===== config.mk =====
export PLATFORM = sky130hd
export DESIGN_NAME = flash_loader
export DESIGN_NICKNAME = d
export VERILOG_FILES = /design/src/rtl/flash_loader.sv
export SDC_FILE = /design/constraint.sdc
export NUM_CORES = 1
export LEC_CHECK = 0
export BUFFER_PORTS_ARGS = -buffer_cell sky130_fd_sc_hd__buf_2
export CAP_MARGIN = 20
export CORE_MARGIN = 2
export CORE_UTILIZATION = 46
export DETAILED_ROUTE_END_ITERATION = 8
export PLACE_DENSITY_LB_ADDON = 0.12
export SLEW_MARGIN = 40
export SYNTH_ARGS = -nofsm -noshare
export SYNTH_HDL_FRONTEND = slang
export SYNTH_SLANG_ARGS = --single-unit

===== constraint.sdc =====
create_clock -name clock -period 10.8 [get_ports clock]
set_input_delay 1.08 -clock clock [delete_from_list [all_inputs] [get_ports clock]]
set_output_delay 1.08 -clock clock [all_outputs]
set_load 0.03 [all_outputs]

===== src/rtl/flash_loader.sv =====
// flash_loader: SPI flash boot engine that copies one game slot into cartridge SPRAM.
//   clock, reset         system clock, asynchronous active-high reset
//   reload, index        one-cycle load request and the slot number it loads
//   load_done, flags_out image-complete flag and the slot's 32-bit header word
//   wr_en/wr_addr/wr_data  SPRAM byte-write port (PRG at 0x00000, CHR at 0x10000)
//   flash_csn/sck/mosi/miso  SPI mode-0 master port to the flash
module flash_loader #(
    parameter logic [23:0] FLASH_BASE  = 24'h100000,
    parameter int          SLOT_SHIFT  = 18,
    parameter int          LOAD_BYTES  = 131072,
    parameter int          WAKE_CYCLES = 64
) (
    input  logic        clock,
    input  logic        reset,
    input  logic        reload,
    input  logic [3:0]  index,
    output logic        load_done,
    output logic [31:0] flags_out,
    output logic        wr_en,
    output logic [16:0] wr_addr,
    output logic [7:0]  wr_data,
    output logic        flash_csn,
    output logic        flash_sck,
    output logic        flash_mosi,
    input  logic        flash_miso
);
    localparam logic [2:0] ST_START     = 3'd0;
    localparam logic [2:0] ST_WAKE_CMD  = 3'd1;
    localparam logic [2:0] ST_WAKE_WAIT = 3'd2;
    localparam logic [2:0] ST_READ_CMD  = 3'd3;
    localparam logic [2:0] ST_HEADER    = 3'd4;
    localparam logic [2:0] ST_DATA      = 3'd5;
    localparam logic [2:0] ST_DONE      = 3'd6;
    localparam logic [2:0] ST_IDLE      = 3'd7;

    logic [2:0]  r_state;
    logic [4:0]  r_bits;
    logic [15:0] r_wait;
    logic [31:0] r_tx;
    logic [31:0] r_rx;
    logic [3:0]  r_index;
    logic [16:0] r_byte;

    logic        w_start;
    logic        w_xfer;
    logic        w_last_bit;
    logic [31:0] w_rx_next;
    logic [23:0] w_slot_addr;

    // ST_START is the reset state, so a boot load needs no reload pulse.
    assign w_start     = (r_state == ST_START) || (r_state == ST_IDLE && reload);
    assign w_xfer      = (r_state == ST_WAKE_CMD) || (r_state == ST_READ_CMD) ||
                         (r_state == ST_HEADER) || (r_state == ST_DATA);
    assign w_last_bit  = (r_state == ST_WAKE_CMD) ? (r_bits == 5'd7) : (r_bits == 5'd31);
    assign w_rx_next   = {r_rx[30:0], flash_miso};
    assign w_slot_addr = FLASH_BASE + (24'(r_index) << SLOT_SHIFT);

    always_ff @(posedge clock or posedge reset) begin
        if (reset) begin
            r_state    <= ST_START;
            r_bits     <= '0;
            r_wait     <= '0;
            r_tx       <= '0;
            r_rx       <= '0;
            r_index    <= '0;
            r_byte     <= '0;
            load_done  <= 1'b0;
            flags_out  <= '0;
            wr_en      <= 1'b0;
            wr_addr    <= '0;
            wr_data    <= '0;
            flash_csn  <= 1'b1;
            flash_sck  <= 1'b0;
            flash_mosi <= 1'b0;
        end else begin
            wr_en <= 1'b0;
            if (w_start) begin
                r_index    <= index;
                load_done  <= 1'b0;
                flash_csn  <= 1'b0;
                flash_mosi <= 1'b1;
                r_tx       <= {8'hAB, 24'h0};
                r_bits     <= '0;
                r_byte     <= '0;
                r_state    <= ST_WAKE_CMD;
            end else if (w_xfer) begin
                if (!flash_sck) begin
                    // Rising SCK edge: sample MISO on the same clock edge.
                    flash_sck <= 1'b1;
                    r_rx      <= w_rx_next;
                    // Header is little-endian; first byte sits in the top of the shifter.
                    if (r_state == ST_HEADER && r_bits == 5'd31)
                        flags_out <= {w_rx_next[7:0], w_rx_next[15:8], w_rx_next[23:16], w_rx_next[31:24]};
                end else begin
                    flash_sck  <= 1'b0;
                    flash_mosi <= r_tx[30];
                    r_tx       <= {r_tx[30:0], 1'b0};
                    r_bits     <= r_bits + 5'd1;
                    if (r_state == ST_DATA && r_bits[2:0] == 3'd7) begin
                        wr_en   <= 1'b1;
                        wr_addr <= r_byte;
                        wr_data <= r_rx[7:0];
                        r_byte  <= r_byte + 17'd1;
                        if (r_byte == 17'(LOAD_BYTES - 1)) begin
                            flash_csn <= 1'b1;
                            r_state   <= ST_DONE;
                        end
                    end else if (r_state != ST_DATA && w_last_bit) begin
                        if (r_state == ST_WAKE_CMD) begin
                            flash_csn <= 1'b1;
                            r_wait    <= '0;
                            r_state   <= ST_WAKE_WAIT;
                        end else if (r_state == ST_READ_CMD) begin
                            r_state <= ST_HEADER;
                        end else begin
                            r_byte  <= '0;
                            r_state <= ST_DATA;
                        end
                    end
                end
            end else if (r_state == ST_WAKE_WAIT) begin
                r_wait <= r_wait + 16'd1;
                if (r_wait == 16'(WAKE_CYCLES - 1)) begin
                    flash_csn  <= 1'b0;
                    flash_mosi <= 1'b0;
                    r_tx       <= {8'h03, w_slot_addr};
                    r_bits     <= '0;
                    r_state    <= ST_READ_CMD;
                end
            end else if (r_state == ST_DONE) begin
                load_done <= 1'b1;
                r_state   <= ST_IDLE;
            end
        end
    end
endmodule


==> flow_summary.toml, run 1 <==
[global_routing]
antenna_found_initial = 0
grt_pass1_wl_mm = 22.7
grt_max_degree = 84
grt_usage_pct = 18.0
grt_pass1_vias = 4536
gr-total-overflow = 0

[setup_path]
max_stage_delay_ns = 0.50
critPathMaxFanout = 7
critPathRequiredTime_ns = 11.11
arrival_ns = 2.87
path_class = "flop to flop"
start_kind = "flop"
cp-end-kind = "flop"
crit_slowest_cell = "nor4_1"
crit_chain = "nand4_2 > nor4_1 > and3_1 > ha_1 > nand4_1 > nand3_1 > o21ai_1 > nor2_1 > mux2_2"

[yosys]
ys.flop_type = "dfrtp_1"
synth_fp_nets = 633
synthMuxAreaShare_pct = 11.8
synthCells = 618
synth-simple-area-share_pct = 15.5
synth_top_family_by_area = "simple AND/OR/NAND/NOR gates"
netlist-cell-type-count = 61
synth_edf_count = 0
synthAdderAreaFrac_pct = 1.30
avgSynthCellArea_um2 = 10.9
synth_xor_area_share_pct = 0.391
ys_ff_latch = 151
ys_seq_area_share_pct = 56.3
ys_warn_count = 0
synth_compound_gate_area_share_pct = 10.4
async_flop_share_pct = 100
mappedNetlistArea_um2 = 6720

[pwr]
power.leakage_uw = 0.00392
p_comb_share_pct = 1.4
seqPwrFrac_pct = 47.3
power.density_nw_per_um2 = 155
power.clock.fraction_pct = 51.3
power.switching_uw = 256
sw_frac_of_total_pct = 21.2
p_int_uw = 950
ir_worst_vdd_mv = 0.0963

[sta]
setup_violations = 0
layout_min_cycle_time_ns = 2.56
tns_ns = 0
relSlewSlack_pct = 47.7
max_freq_mhz = 390
drv_slew = 0
finalCritPeriodShare_pct = 23.7
tightest_slew_ns = 0.784
hold_viol_final = 0
rsz0062_at_grt = "false"
skew_ns = 0.00873

[placed_design]
numPortBuffers = 69
hpwl_mm = 8.26
placed_cells = 842
gp_congestion = 0.771

[finish]
antenna_cells = 0
multiInputGateArea_um2 = 2670
seqCellArea_um2 = 3780
mostFrequentLayoutCells = "dfrtp_1 (150), nand2_1 (108), buf_2 (69)"
final_cells = 874
nNetsFinal = 692
fillers = 1262
drive_gt1_share_pct = 27.7
syn2layout_area_growth_pct = 15.8
layout_commonest_cell = "dfrtp_1"

[clocking]
postCtsHoldBufs = 0
root_buffer = "clkbuf_16"
clk_path_buf_depth = 2
cts_setup_buffers = 0
htree_levels = 4
cts_made_buffers = 17
cts_tree = "built"
cts.sinks = 151
insertion_delay_ns = 0.43
path_clk_slew_ns = 0.06
cts_resized = 0

[route]
wl_per_cell_um = 15.0
drt_first_iter_violations = 314
finalWirelength_mm = 13.1
drc = 0
ant_nets = 0
dr.pass1.iters = 4
vias = 4714
via_per_inst = 5.39

[floorplan]
dieHeight_um = 125
initial_core_util_pct = 46.6
ios = 70
core_area_um2 = 14400
std_cell_rows = 44
die_w_um = 125
die_area_um2 = 15600

[flow_run]
cap_viol_max_count = 0

[run_status]
status = "finished, final reports clean"

[hold_path]
hp-class = "flop to flop"
## final cells by class
class / count / share of cell area, %
clock inverters: 13 / 2.19
flip-flops and latches: 151 / 48.6
multi-input cells: 415 / 34.3
inverters: 19 / 1.01
clock buffers: 19 / 5.82
repair buffers: 73 / 5.13
well taps: 184 / 2.96
## path summary, 6_finish.rpt
kind,start,slack [ns],to,cells after the start
max in group asynchronous,reset,9.02,r_state[0],3
worst max register to register,r_byte[2],8.24,r_state[1],9
worst min-delay path,wr_addr[9],0.47,wr_addr[9],2
worst max-delay path,r_byte[2],8.24,r_state[1],9
min in group asynchronous,reset,0.70,wr_addr[13],2
worst min register to register,wr_addr[9],0.47,wr_addr[9],2
## cells by family (layout without fill, tap and decap cells)
kind of cell	Yosys count	in the layout
AOI/OAI and AO/OA	115	115
xor gates and xnor gates	3	3
adders and majority gates	7	7
buffers and inverters	52	124
DFF	151	151
muxes	71	71
and+or+nand+nor	219	219
## registers in the layout (all words and copies together), names as in the netlist
signal and cells:
flags_out 32, r_rx 31, r_byte 17, wr_addr 17, r_wait 16, r_tx 13, wr_data 8, r_bits 5
r_index 4, r_state 3, flash_csn 1, flash_mosi 1, flash_sck 1, load_done 1, wr_en 1
## power by group through the flow
| stage | sequential [uW] | clock [uW] | combinational, uW |
|---|---|---|---|
| 6_report | 570 | 619 | 17.1 |
| 5_1_grt | 570 | 658 | 20.4 |
| 4_1_cts | 570 | 632 | 18.4 |
| 3_5_place_dp | 581 | 0 | 18.2 |
| 3_3_place_gp | 581 | 0 | 17.3 |
| 2_1_floorplan | 580 | 0 | 11.4 |
## routing by layer
layer	wire (um)	part of all wire [%]	GRT usage, %
met1	6310	48	24.9
met2	6060	46	27.0
met3	503	3.8	4.94
met4	270	2.1	6.93
met5	0	0	0
## through the flow
stage / instance area, um^2 / utilization, % / setup slack [ns] / total power, uW / hold WS (ns)
after floorplan: 6720 / - / 5.66 / 592 / 0.465
after global placement: 7100 / 49.2 / 7.96 / 598 / 0.453
after detailed placement: 7140 / 49.5 / 8.21 / 599 / 0.458
after CTS: 7760 / 53.8 / 8.23 / 1220 / 0.473
after global routing: 7780 / 53.9 / 7.98 / 1250 / 0.491
final: 7780 / 53.9 / 8.24 / 1210 / 0.466
## synth_stat cells (3+ instances only)
| cell type | count | area, um^2 |
|---|---|---|
| inv_1 | 19 | 71.3 |
| a21o_1 | 4 | 30.0 |
| nor2_1 | 33 | 124 |
| buf_2 | 13 | 65.1 |
| o21ai_0 | 40 | 200 |
| mux2_2 | 65 | 732 |
| ha_1 | 7 | 87.6 |
| dfrtp_1 | 150 | 3750 |
| o21ai_1 | 7 | 35.0 |
| o31ai_1 | 7 | 52.6 |
| and4b_1 | 3 | 30.0 |
| buf_6 | 9 | 101 |
| a22oi_1 | 3 | 22.5 |
| nand3_1 | 26 | 130 |
| and3_1 | 5 | 31.3 |
| nand2b_1 | 3 | 18.8 |
| clkbuf_1 | 7 | 26.3 |
| buf_4 | 4 | 30.0 |
| mux2i_1 | 4 | 40.0 |
| a21oi_1 | 24 | 120 |
| nand2_1 | 108 | 405 |
| a31oi_1 | 9 | 56.3 |
| a22o_1 | 3 | 26.3 |
| nor3_1 | 7 | 35.0 |
| nand4_1 | 10 | 62.6 |
## critical path: cells and delay by family (launching register included)
| family | cells | cell delay [ns] |
|---|---|---|
| AO/OA/AOI/OAI | 1 | 0.12 |
| adder cells (fa/ha/maj) | 1 | 0.16 |
| flip-flops | 1 | 0.48 |
| multiplexers | 1 | 0.34 |
| AND/OR/NAND/NOR | 6 | 1.33 |
(Power assumes the default switching activity.)
==> inputs of run 2 (changes only) <==
==> constraint.sdc (replaced) <==
create_clock -name clock -period 2.5 [get_ports clock]
set_input_delay 0.25 -clock clock [delete_from_list [all_inputs] [get_ports clock]]
set_output_delay 0.25 -clock clock [all_outputs]
set_load 0.03 [all_outputs]
==> run 2 against run 1 <==
Compared with the run above: worst setup slack lost 8.1 ns; total power grew to 4.1 times the previous value; die area is the same; first-iteration DRC count grew 1.3%; largest power group is now sequential cells.
==> flow_summary.toml, run 2 (synthesis gave the netlist of run 1 again) <==
[setup_path]
cp-end-kind = "flop"
start_kind = "flop"
critPathMaxFanout = 4
path_class = "flop to flop"
arrival_ns = 2.69
critPathRequiredTime_ns = 2.81

[finish]
largest_register_ffs = 32
layout_commonest_cell = "dfrtp_1"
largest-register = "flags_out"
utilization_pct = 54.7
syn2layout_area_growth_pct = 17.4
antenna_cells = 0
mostFrequentLayoutCells = "dfrtp_1 (147), nand2_1 (108), buf_2 (69)"
drive_gt1_share_pct = 29.9
nNetsFinal = 710
largestRegisters = "flags_out (32), r_rx (31)"
stdcell_area_um2 = 7890

[clocking]
root_buffer = "clkbuf_16"
path_clk_slew_ns = 0.06
clk_path_buf_depth = 2
cts_made_buffers = 17
insertion_delay_ns = 0.43
htree_levels = 4
cts.sinks = 151
cts_tree = "built"

[run_status]
status = "finished, final reports clean"

[pwr]
ir_worst_vdd_mv = 0.425
power_uw = 4910
power.density_nw_per_um2 = 622
power.leakage_uw = 0.00397

[sta]
tightest_slew_ns = 0.508
relSlewSlack_pct = 65.8
hold_viol_final = 0
hold_slack_ns = 0.0460
layout_min_cycle_time_ns = 2.37
finalCritPeriodShare_pct = 95.0
skew_ns = 0.00950
drv_slew = 0
setup_violations = 0
max_freq_mhz = 421

[floorplan]
initial_core_util_pct = 46.6
std_cell_rows = 44
dieHeight_um = 125
ios = 70
core_area_um2 = 14400
die_w_um = 125
die_area_um2 = 15600

[route]
finalWirelength_mm = 13.2
vias = 4727
dr.pass1.iters = 4
drc = 0
drt_first_iter_violations = 318
wl_per_cell_um = 14.8
via_per_inst = 5.30
ant_nets = 0

[placed_design]
numPortBuffers = 69
gp_congestion = 0.819
hpwl_mm = 8.52
dpl_cell_area_um2 = 7250

[global_routing]
grt_pass1_wl_mm = 22.8
antenna_found_initial = 0
grt_usage_pct = 17.9
grt_max_degree = 152
gr-total-overflow = 0
grt_pass1_vias = 4543

[hold_path]
hp-class = "input pin to flop"

[flow_run]
cap_viol_max_count = 0
-- run 2: area by class of cell --
type / instances / area (um^2)
clock buffer: 18 / 429
multi-input combinational: 415 / 2670
sequential: 151 / 3780
timing repair buffer: 91 / 583
fill: 1266 / 6540
inverter: 19 / 75.1
tap: 184 / 230
clock inverter: 14 / 116
-- run 2: worst max-delay path, cell delays in order, from the launching register on --
cell and delay, ns:
dfrtp_1 0.43, ha_4 0.16, nand3_1 0.09, nor4_2 0.33
buf_4 0.17, and3_1 0.15, ha_1 0.15, nand4_1 0.11
nand3_2 0.12, o21ai_2 0.08, nor2_1 0.14, mux2_2 0.34
-- run 2: layer usage --
layer  vias to the layer above  track usage, %  wire [um]
met2                        82            27.3       6020
met4                         0            6.67        248
met5                         -               0          0
li1                       2322               -          -
met3                        20            4.08        481
met1                      2303            25.0       6470
-- run 2: what timing repair did --
action / 4_1_cts / 5_1_grt
gates resized for setup: 0 / 8
endpoints found under the hold margin: 0 / 45
buffers inserted: 0 / 3
hold buffers: 0 / 1
setup endpoints to repair: 0 / 2
-- run 2: through the flow --
stage | std cells | setup WS [ns] | TNS [ns]
finish | 892 | 0.126 | 0
global route | 892 | -0.0381 | -0.0381
CTS | 887 | 0.125 | 0
detailed placement | 855 | 0.172 | 0
global placement | 855 | 0.159 | 0
floorplan | 618 | 0.348 | 0
-- run 2: path summary, 6_finish.rpt --
check	startpoint	to	slack, ns	cells after the start
worst max-delay path	r_byte[1]	r_state[1]	0.13	11
worst min-delay path	index[2]	r_index[2]	0.05	3
worst max register to register	r_byte[1]	r_state[1]	0.13	11
worst min register to register	wr_addr[10]	wr_addr[10]	0.47	2
max in group asynchronous	reset	r_byte[14]	1.37	5
min in group asynchronous	reset	r_rx[12]	0.45	4
-- run 2: power breakdown --
group,internal (uW),total (uW),switching (uW)
clock network,1290,2360,1070
registers,2450,2460,9.66
logic,24.3,80.6,56.3
==> inputs of run 3 (changes only) <==
==> constraint.sdc (replaced) <==
create_clock -name clock -period 2.5 [get_ports clock]
set_input_delay 0.125 -clock clock [delete_from_list [all_inputs] [get_ports clock]]
set_output_delay 0.125 -clock clock [all_outputs]
set_load 0.03 [all_outputs]
==> run 3 against run 2 <==
Compared with the run above: register-to-register slack better by 0.03 ns; non-clock buffer count up 5; sequential cell count did not move; cell count is 0.56% higher; wire length increased by 1.9%; critical path type unchanged; largest cell class unchanged.
==> flow_summary.toml, run 3 (synthesis gave the netlist of run 1 again) <==
[floorplan]
die_w_um = 125
core_area_um2 = 14400
die_area_um2 = 15600
dieHeight_um = 125
std_cell_rows = 44
initial_core_util_pct = 46.6
ios = 70

[route]
vias = 4850
via_per_inst = 5.41
dr.pass1.iters = 4
ant_nets = 0
wl_per_cell_um = 15.0
drc = 0
drt_first_iter_violations = 358
finalWirelength_mm = 13.5

[sta]
tns_ns = 0
drv_slew = 0
setup_violations = 0
rsz0062_at_grt = "false"
skew_ns = 0.00598
layout_min_cycle_time_ns = 2.35
finalCritPeriodShare_pct = 93.9
hold_viol_final = 0
tightest_slew_ns = 0.506
max_freq_mhz = 426
fin_ws_ns = 0.153
relSlewSlack_pct = 66.3

[finish]
fillers = 1273
largestRegisters = "flags_out (32), r_rx (31)"
final_cells = 897
drive_gt1_share_pct = 30.2
mostFrequentLayoutCells = "dfrtp_1 (146), nand2_1 (108), buf_2 (69)"
largest-register = "flags_out"
syn2layout_area_growth_pct = 18.7
nNetsFinal = 715
layout_commonest_cell = "dfrtp_1"
largest_register_ffs = 32
antenna_cells = 0
utilization_pct = 55.3

[clocking]
insertion_delay_ns = 0.42
cts.sinks = 151
root_buffer = "clkbuf_16"
cts_made_buffers = 17
cts_tree = "built"
htree_levels = 4
clk_path_buf_depth = 2
path_clk_slew_ns = 0.06

[global_routing]
gr-total-overflow = 0
grt_pass1_vias = 4781
grt_pass1_wl_mm = 23.4
antenna_found_initial = 0
grt_usage_pct = 18.4
grt_max_degree = 152

[pwr]
power_uw = 5020
power.leakage_uw = 0.00401
ir_worst_vdd_mv = 0.431
power.density_nw_per_um2 = 630

[setup_path]
critPathMaxFanout = 5
crit_chain = "ha_4 > nand3_1 > nor4_2 > buf_4 > and3_1 > ha_2 > nand4_1 > nand3_2 > o21ai_2 > nor2_2 > mux2_4"
critPathRequiredTime_ns = 2.81
crit_slowest_cell = "dfrtp_2"
path_class = "flop to flop"
max_stage_delay_ns = 0.41
start_kind = "flop"
cp-end-kind = "flop"
arrival_ns = 2.66

[flow_run]
cap_viol_max_count = 0

[hold_path]
hp-class = "input pin to flop"

[placed_design]
gp_congestion = 0.799
dp_slack_ns = 0.153
placed_cells = 854
hpwl_mm = 8.45
numPortBuffers = 69

[run_status]
status = "finished, final reports clean"
[run 3: where the power goes]
part | switching (uW) | internal (uW)
logic | 57.9 | 29.4
clock network | 1080 | 1400
registers | 9.34 | 2450
[run 3: per-layer routing]
metal | vias up | track usage [%] | wire length [um]
li1 | 2334 | - | -
met1 | 2410 | 25.4 | 6440
met2 | 88 | 28.4 | 6350
met3 | 18 | 4.30 | 482
met4 | 0 | 6.99 | 206
met5 | - | 0 | 0
[run 3: worst paths after layout]
check,startpoint,end,slack (ns),depth (start not counted)
worst max register to register,r_byte[0],r_state[1],0.15,11
worst min register to register,wr_addr[13],wr_addr[13],0.47,2
worst max-delay path,r_byte[0],r_state[1],0.15,11
max in group asynchronous,reset,wr_addr[15],1.42,5
min in group asynchronous,reset,r_rx[13],0.31,4
worst min-delay path,reload,load_done,0.17,4
[run 3: timing repair]
| action | CTS | global route |
|---|---|---|
| hold buffers | 6 | 0 |
| endpoints found under the setup margin | 0 | 2 |
| endpoints found under the hold margin | 131 | 0 |
| gates resized for setup | 0 | 12 |
| buffers inserted | 0 | 4 |
[run 3: stage by stage]
stage          cell area, um^2  hold slack [ns]
2_1_floorplan             6720            0.242
3_3_place_gp              7240            0.344
3_5_place_dp              7240            0.342
4_1_cts                   7870            0.146
5_1_grt                   7970            0.192
6_report                  7970            0.167
[run 3: cell type report]
cell class / instances / area, um^2 / share of cell area [%]
Clock buffer: 18 / 429 / 5.38
Tap cell: 184 / 230 / 2.89
Timing Repair Buffer: 96 / 633 / 7.94
Clock inverter: 14 / 140 / 1.76
Multi-Input combinational cell: 415 / 2680 / 33.6
Sequential cell: 151 / 3780 / 47.5
Inverter: 19 / 75.1 / 0.942
[run 3: worst max-delay path, delay by kind of cell (launching register included)]
kind | cells | cell delay, ns
flip-flops | 1 | 0.41
AND/OR/NAND/NOR | 6 | 0.95
adder cells (fa/ha/maj) | 2 | 0.31
AO/OA/AOI/OAI | 1 | 0.09
multiplexers | 1 | 0.31
buffers and inverters | 1 | 0.17
